[config.mk]
export PLATFORM = sky130hd
export DESIGN_NAME = i2s_xmtr
export DESIGN_NICKNAME = d
export VERILOG_FILES = /design/src/rtl/i2s_pkg.sv /design/src/rtl/i2s_xmtr_shift_reg.sv /design/src/rtl/i2s_xmtr.sv
export SDC_FILE = /design/constraint.sdc
export NUM_CORES = 1
export LEC_CHECK = 0
export CELL_PAD_IN_SITES_DETAIL_PLACEMENT = 0
export CELL_PAD_IN_SITES_GLOBAL_PLACEMENT = 1
export CORE_ASPECT_RATIO = 0.75
export CORE_MARGIN = 10
export CORE_UTILIZATION = 40
export DETAILED_ROUTE_END_ITERATION = 10
export PLACE_DENSITY = 0.78
export SLEW_MARGIN = 20
export SYNTH_ARGS = -nofsm -noshare
export SYNTH_HDL_FRONTEND = slang
export SYNTH_HIERARCHICAL = 1
export SYNTH_SLANG_ARGS = --single-unit
[constraint.sdc]
create_clock -name clk -period 3.4 [get_ports clk]
set_input_delay 0.51 -clock clk [delete_from_list [all_inputs] [get_ports clk]]
set_output_delay 0.51 -clock clk [all_outputs]
set_load 0.1 [all_outputs]
[src/rtl/i2s_pkg.sv]
// Shared I2S definitions: default channel width, frame length and the stereo pair type.
// The receiver path imports this package too, so keep it free of transmitter detail.
package i2s_pkg;

   localparam int DEF_DATA_WIDTH = 16;
   localparam int DEF_FRAME_BITS = 2 * DEF_DATA_WIDTH;

   typedef struct packed {
      logic [DEF_DATA_WIDTH-1:0] left;
      logic [DEF_DATA_WIDTH-1:0] right;
   } stereo_pair_t;

   // One I2S frame carries both channels back to back.
   function automatic int frame_bits(input int data_width);
      return 2 * data_width;
   endfunction

endpackage

[src/rtl/i2s_xmtr_shift_reg.sv]
// Parallel-load, MSB-first shift register holding the frame being serialized.
// serial_out is the registered MSB, so it only moves when load or shift fires.
module i2s_xmtr_shift_reg #(
   parameter int WIDTH = 32
) (
   input  logic             clk,
   input  logic             n_rst,
   input  logic             load,
   input  logic             shift,
   input  logic [WIDTH-1:0] parallel_in,
   output logic             serial_out
);

   logic [WIDTH-1:0] sr;

   // Load has priority over shift; zero-fill from the LSB end as bits leave.
   always_ff @(posedge clk or negedge n_rst) begin
      if (!n_rst) begin
         sr <= '0;
      end else if (load) begin
         sr <= parallel_in;
      end else if (shift) begin
         sr <= {sr[WIDTH-2:0], 1'b0};
      end
   end

   assign serial_out = sr[WIDTH-1];

endmodule

[src/rtl/i2s_xmtr.sv]
// I2S master transmitter: generates SCK/WS from clk and shifts {left,right} pairs out on SD,
// MSB first with the standard one-SCK delay after each WS edge. A one-entry holding buffer
// behind a valid/ready handshake lets the next pair wait while the current frame is in flight.
module i2s_xmtr
   import i2s_pkg::*;
#(
   parameter int DATA_WIDTH = DEF_DATA_WIDTH,
   parameter int SCK_DIV    = 4
) (
   input  logic                  clk,
   input  logic                  n_rst,
   input  logic                  enable,
   input  logic                  tx_valid,
   input  logic [DATA_WIDTH-1:0] tx_left,
   input  logic [DATA_WIDTH-1:0] tx_right,
   output logic                  tx_ready,
   output logic                  sck,
   output logic                  ws,
   output logic                  sd,
   output logic                  underrun
);

   localparam int FRAME_BITS = frame_bits(DATA_WIDTH);
   localparam int BCW        = $clog2(FRAME_BITS);
   localparam int DIVW       = $clog2(SCK_DIV) + 1;

   localparam logic [DIVW-1:0] DIV_LAST    = DIVW'(SCK_DIV - 1);
   localparam logic [BCW-1:0]  BC_LAST     = BCW'(FRAME_BITS - 1);
   localparam logic [BCW-1:0]  WS_HI_FIRST = BCW'(DATA_WIDTH - 1);
   localparam logic [BCW-1:0]  WS_HI_LAST  = BCW'(FRAME_BITS - 2);

   logic [DIVW-1:0]       div_cnt;
   logic [BCW-1:0]        bit_cnt;
   logic [BCW-1:0]        k;
   logic                  tc;
   logic                  fall_evt;
   logic                  frame_start;
   logic                  accept;
   logic                  bypass;
   logic                  buf_full;
   logic [DATA_WIDTH-1:0] buf_left;
   logic [DATA_WIDTH-1:0] buf_right;
   logic [FRAME_BITS-1:0] load_val;
   logic                  load_empty;
   logic                  sr_load;
   logic [FRAME_BITS-1:0] sr_in;

   // The SCK falling edge is the only moment SD, WS and the frame position advance.
   assign tc          = enable && (div_cnt == DIV_LAST);
   assign fall_evt    = tc && sck;
   assign k           = (bit_cnt == BC_LAST) ? '0 : bit_cnt + 1'b1;
   assign frame_start = fall_evt && (k == '0);
   assign accept      = tx_valid && !buf_full;
   assign bypass      = frame_start && !buf_full && tx_valid;
   assign tx_ready    = !buf_full;

   // Divider and SCK: toggle at terminal count, everything parked at zero while disabled.
   always_ff @(posedge clk or negedge n_rst) begin
      if (!n_rst) begin
         div_cnt <= '0;
         sck     <= 1'b0;
      end else if (!enable) begin
         div_cnt <= '0;
         sck     <= 1'b0;
      end else if (tc) begin
         div_cnt <= '0;
         sck     <= ~sck;
      end else begin
         div_cnt <= div_cnt + 1'b1;
      end
   end

   // Frame position and WS; WS flips on the last bit of each word so it leads the next MSB.
   always_ff @(posedge clk or negedge n_rst) begin
      if (!n_rst) begin
         bit_cnt <= BC_LAST;
         ws      <= 1'b0;
      end else if (!enable) begin
         bit_cnt <= BC_LAST;
         ws      <= 1'b0;
      end else if (fall_evt) begin
         bit_cnt <= k;
         ws      <= (k >= WS_HI_FIRST) && (k <= WS_HI_LAST);
      end
   end

   // Choose what the next frame carries: buffered pair, then a same-cycle offer, then silence.
   always_comb begin
      load_val   = '0;
      load_empty = 1'b0;
      if (buf_full) begin
         load_val = {buf_left, buf_right};
      end else if (tx_valid) begin
         load_val = {tx_left, tx_right};
      end else begin
         load_empty = 1'b1;
      end
   end

   // Holding buffer: drained by a frame load, filled by any accept that is not a bypass.
   always_ff @(posedge clk or negedge n_rst) begin
      if (!n_rst) begin
         buf_full  <= 1'b0;
         buf_left  <= '0;
         buf_right <= '0;
      end else if (frame_start && buf_full) begin
         buf_full <= 1'b0;
      end else if (accept && !bypass) begin
         buf_full  <= 1'b1;
         buf_left  <= tx_left;
         buf_right <= tx_right;
      end
   end

   // Underrun flags a frame that had to start from zeros, aligned with that frame's first bit.
   always_ff @(posedge clk or negedge n_rst) begin
      if (!n_rst) begin
         underrun <= 1'b0;
      end else begin
         underrun <= frame_start && load_empty;
      end
   end

   // Disabling reloads zeros every cycle, which both clears SD and discards the frame in flight.
   assign sr_load = frame_start || !enable;
   assign sr_in   = enable ? load_val : '0;

   i2s_xmtr_shift_reg #(
      .WIDTH(FRAME_BITS)
   ) u_shift_reg (
      .clk        (clk),
      .n_rst      (n_rst),
      .load       (sr_load),
      .shift      (fall_evt),
      .parallel_in(sr_in),
      .serial_out (sd)
   );

endmodule
==> results by group <==
Synth
  – Average size of a mapped cell: 11.4 sq um
  – Post-Syn Area: 4070 sq um
  – Yosys warns: 6
  – Yosys top cell area share: 0.437
  – Gate Count Post-Synth: 356
  – Synthesized flop and latch total: 76
  – Post-synth cell types: 40
  – Leading area contributor after synthesis: dfrtp_1
  – Sequential area share after synthesis: 0.469
  – Area contributors post-synth: dfrtp_1 (44%), mux2_4 (11%), mux2i_1 (8.1%)
  – Synth Net Count: 398

Critical path
  – WP data arrival: 3.13 ns
  – Required time of the critical path: 3.62 ns
  – Worst-path fanout max: 32
  – R2r setup slk: 0.49 ns
  – Setup Crit Path Kind: flip-flop to flip-flop
  – RR Endpoint: buf_right[0]
  – CP Capture Type: flip-flop
  – Worst R2R Start: bit_cnt[0]
  – Setup crit start kind: flip-flop
  – R2r worst-path depth: 7

GRT
  – Met3 global-route usage: 0.0485
  – First-pass GRT wire length: 13900 um
  – Met1 usage: 0.148
  – Initial antenna violation count: 0
  – GRT overflow: 0
  – Overall Global Routing Usage: 0.118
  – Global-route met2 utilization: 0.185
  – Pin count of the biggest net entering global routing: 77
  – Busiest grt layer: met2
  – Vias in the first global route: 2813

Die
  – Die H: 107 um
  – Starting Density: 0.416
  – Die Area: 14600 sq um
  – Std-Cell Rows: 31
  – Ports: 41
  – Core area: 9770 sq um
  – Die width: 136 um

Placed design
  – Placer congestion estimate: 0.813
  – Cell Area, Placed: 4480 sq um
  – Port buffer count: 40
  – Post-DP HPWL: 5160 um

CTS
  – Root buf cell: clkbuf_16
  – Clk buf depth: 2
  – Post-CTS Setup Bufs: 0
  – CTS H-tree lvls: 3
  – # resized after CTS: 0
  – Clock transition at the registers of the reported paths: 0.06 ns
  – Num CTS Buffers: 9
  – Hold-fix buffers at CTS: 0
  – CTS sink cnt: 76
  – CTS tree: yes
  – Worst-Skew Late Latency: 0.34 ns

Route
  – Drt pass-1 iters: 4
  – WL per Instance: 16.0 um
  – Vias: 2675
  – Initial DRC Count: 156
  – Remaining antenna violation count after routing: 0
  – Routed Wire Length: 8320 um
  – DRC: 0
  – Vias/cell: 5.14

Timing
  – Final min period: 2.91 ns
  – Fmax: 344 MHz
  – Max-Slew Margin vs Limit: 0.352
  – Max Slew Vio Count: 0
  – Final Cycle Share: 0.855
  – Setup tns final: 0 ns
  – Final setup viols: 0
  – Final hold vios: 0
  – Worst Skew: 0.00770 ns
  – Slew of the pin with the lowest slew margin: 0.969 ns
  – Unrepaired setup endpoints after global routing: no

Power and ir drop
  – Clock power share: 0.378
  – Cell Pwr Density: 490 nW/um^2
  – Sequential power share: 0.464
  – Switching power: 563 uW
  – Combinational share of power: 0.158
  – Worst vdd ir: 333 uV
  – Int Power: 1.77 mW
  – LEAKAGE: 2.03 nW
  – Switch share: 0.242

Layout
  – Design Area, Final: 4750 sq um
  – Layout cells sized above 1: 0.175
  – Final net count: 426
  – Synthesis-to-layout area growth: 16.9%
  – N_diodes: 0

Flow run
  – Max_cap viols: 0

Hold path
  – Hold WC Path Type: input pin to async pin

Run status
  – Run status: finished, final reports clean
[registers in the layout (all words and copies together), names as in the netlist]
signal	count
u_shift_reg/sr	32
buf_left	16
buf_right	16
bit_cnt	5
div_cnt	3
buf_full	1
sck	1
underrun	1
ws	1
[routing by layer]
| layer | wire length, um | vias up |
|---|---|---|
| met3 | 379 | 12 |
| met2 | 3860 | 34 |
| li1 | - | 1301 |
| met5 | 0 | - |
| met4 | 80 | 0 |
| met1 | 4000 | 1328 |
[worst max path at each step]
stage	slack (ns)	cells past startpoint	startpoint	endpoint
after floorplan	1.01	9	bit_cnt[0]	buf_left[0]
after global placement	0.57	7	bit_cnt[0]	buf_right[0]
after detailed placement	0.52	7	bit_cnt[0]	buf_right[1]
after CTS	0.49	7	bit_cnt[0]	buf_right[1]
after global routing	0.33	7	bit_cnt[0]	buf_right[0]
final	0.49	7	bit_cnt[0]	buf_right[0]
[synthesized netlist by cell type, drive strengths merged]
cell and count:
a311oi 1, nor4b 1, nor3 2, nand2 40
ha 6, inv 5, and3 2, mux2i 33
a21oi 7, xor2 3, o21a 1, nand4 1
a32o 1, o21ai 33, o2111ai 1, and2 1
nand3 2, o21bai 1, nand2b 2, buf 15
nor3b 3, or2 1, nor4 1, and3b 2
dfrtp 71, a22oi 32, nor2 2, nor2b 36
clkbuf 13, dfstp 5, mux2 32
[power groups by stage]
| stage | logic [mW] | registers, mW | clock network (mW) |
|---|---|---|---|
| floorplan | 0.254 | 1.09 | 0 |
| global placement | 0.363 | 1.09 | 0 |
| detailed placement | 0.370 | 1.10 | 0 |
| CTS | 0.375 | 1.08 | 0.905 |
| global route | 0.410 | 1.09 | 0.947 |
| finish | 0.367 | 1.08 | 0.880 |
[final cells by class]
| cell class | count | area, sq um |
|---|---|---|
| fill | 962 | 5020 |
| multi-input combinational | 247 | 1940 |
| sequential | 76 | 1910 |
| timing repair buffer | 45 | 445 |
| clock buffer | 13 | 260 |
| tap | 132 | 165 |
| inverter | 5 | 18.8 |
| clock inverter | 2 | 10.0 |
[critical path: stages (launching register included)]
cell	delay [ns]
dfstp_2	0.62
ha_1	0.31
and3_1	0.19
ha_1	0.33
nand2b_1	0.22
o2111ai_4	0.17
nand2_4	0.53
mux2_2	0.40
[metrics by stage]
step	utilization	std cells	total power [mW]	hold WS (ns)	setup slack (ns)
4_1_cts	0.486	520	2.36	0.377	0.494
5_1_grt	0.486	520	2.45	0.418	0.332
3_3_place_gp	0.459	505	1.45	0.427	0.574
3_5_place_dp	0.459	505	1.47	0.436	0.517
2_1_floorplan	-	356	1.35	0.214	1.01
6_report	0.486	520	2.33	0.320	0.492
[cell families after synthesis]
kind of cell | after synthesis | synth area share
and+or+nand+nor | 96 | 0.130
AOI/OAI and AO/OA | 77 | 0.125
DFF | 76 | 0.469
muxes | 65 | 0.198
buffers and inverters | 33 | 0.0536
adders and majority gates | 6 | 0.0185
xor gates and xnor gates | 3 | 0.00646
[placed cells by master, fill, tap and decap left out, types with 7 or more instances in the layout]
| cell | count |
|---|---|
| dfrtp_1 | 71 |
| nand2_1 | 38 |
| clkdlybuf4s50_1 | 38 |
| nor2b_1 | 34 |
| mux2i_1 | 33 |
| a22oi_1 | 32 |
| mux2_4 | 30 |
| o21ai_1 | 28 |
| clkbuf_16 | 9 |
| a21oi_1 | 7 |
Note: power is estimated with default switching activity, not from simulation.
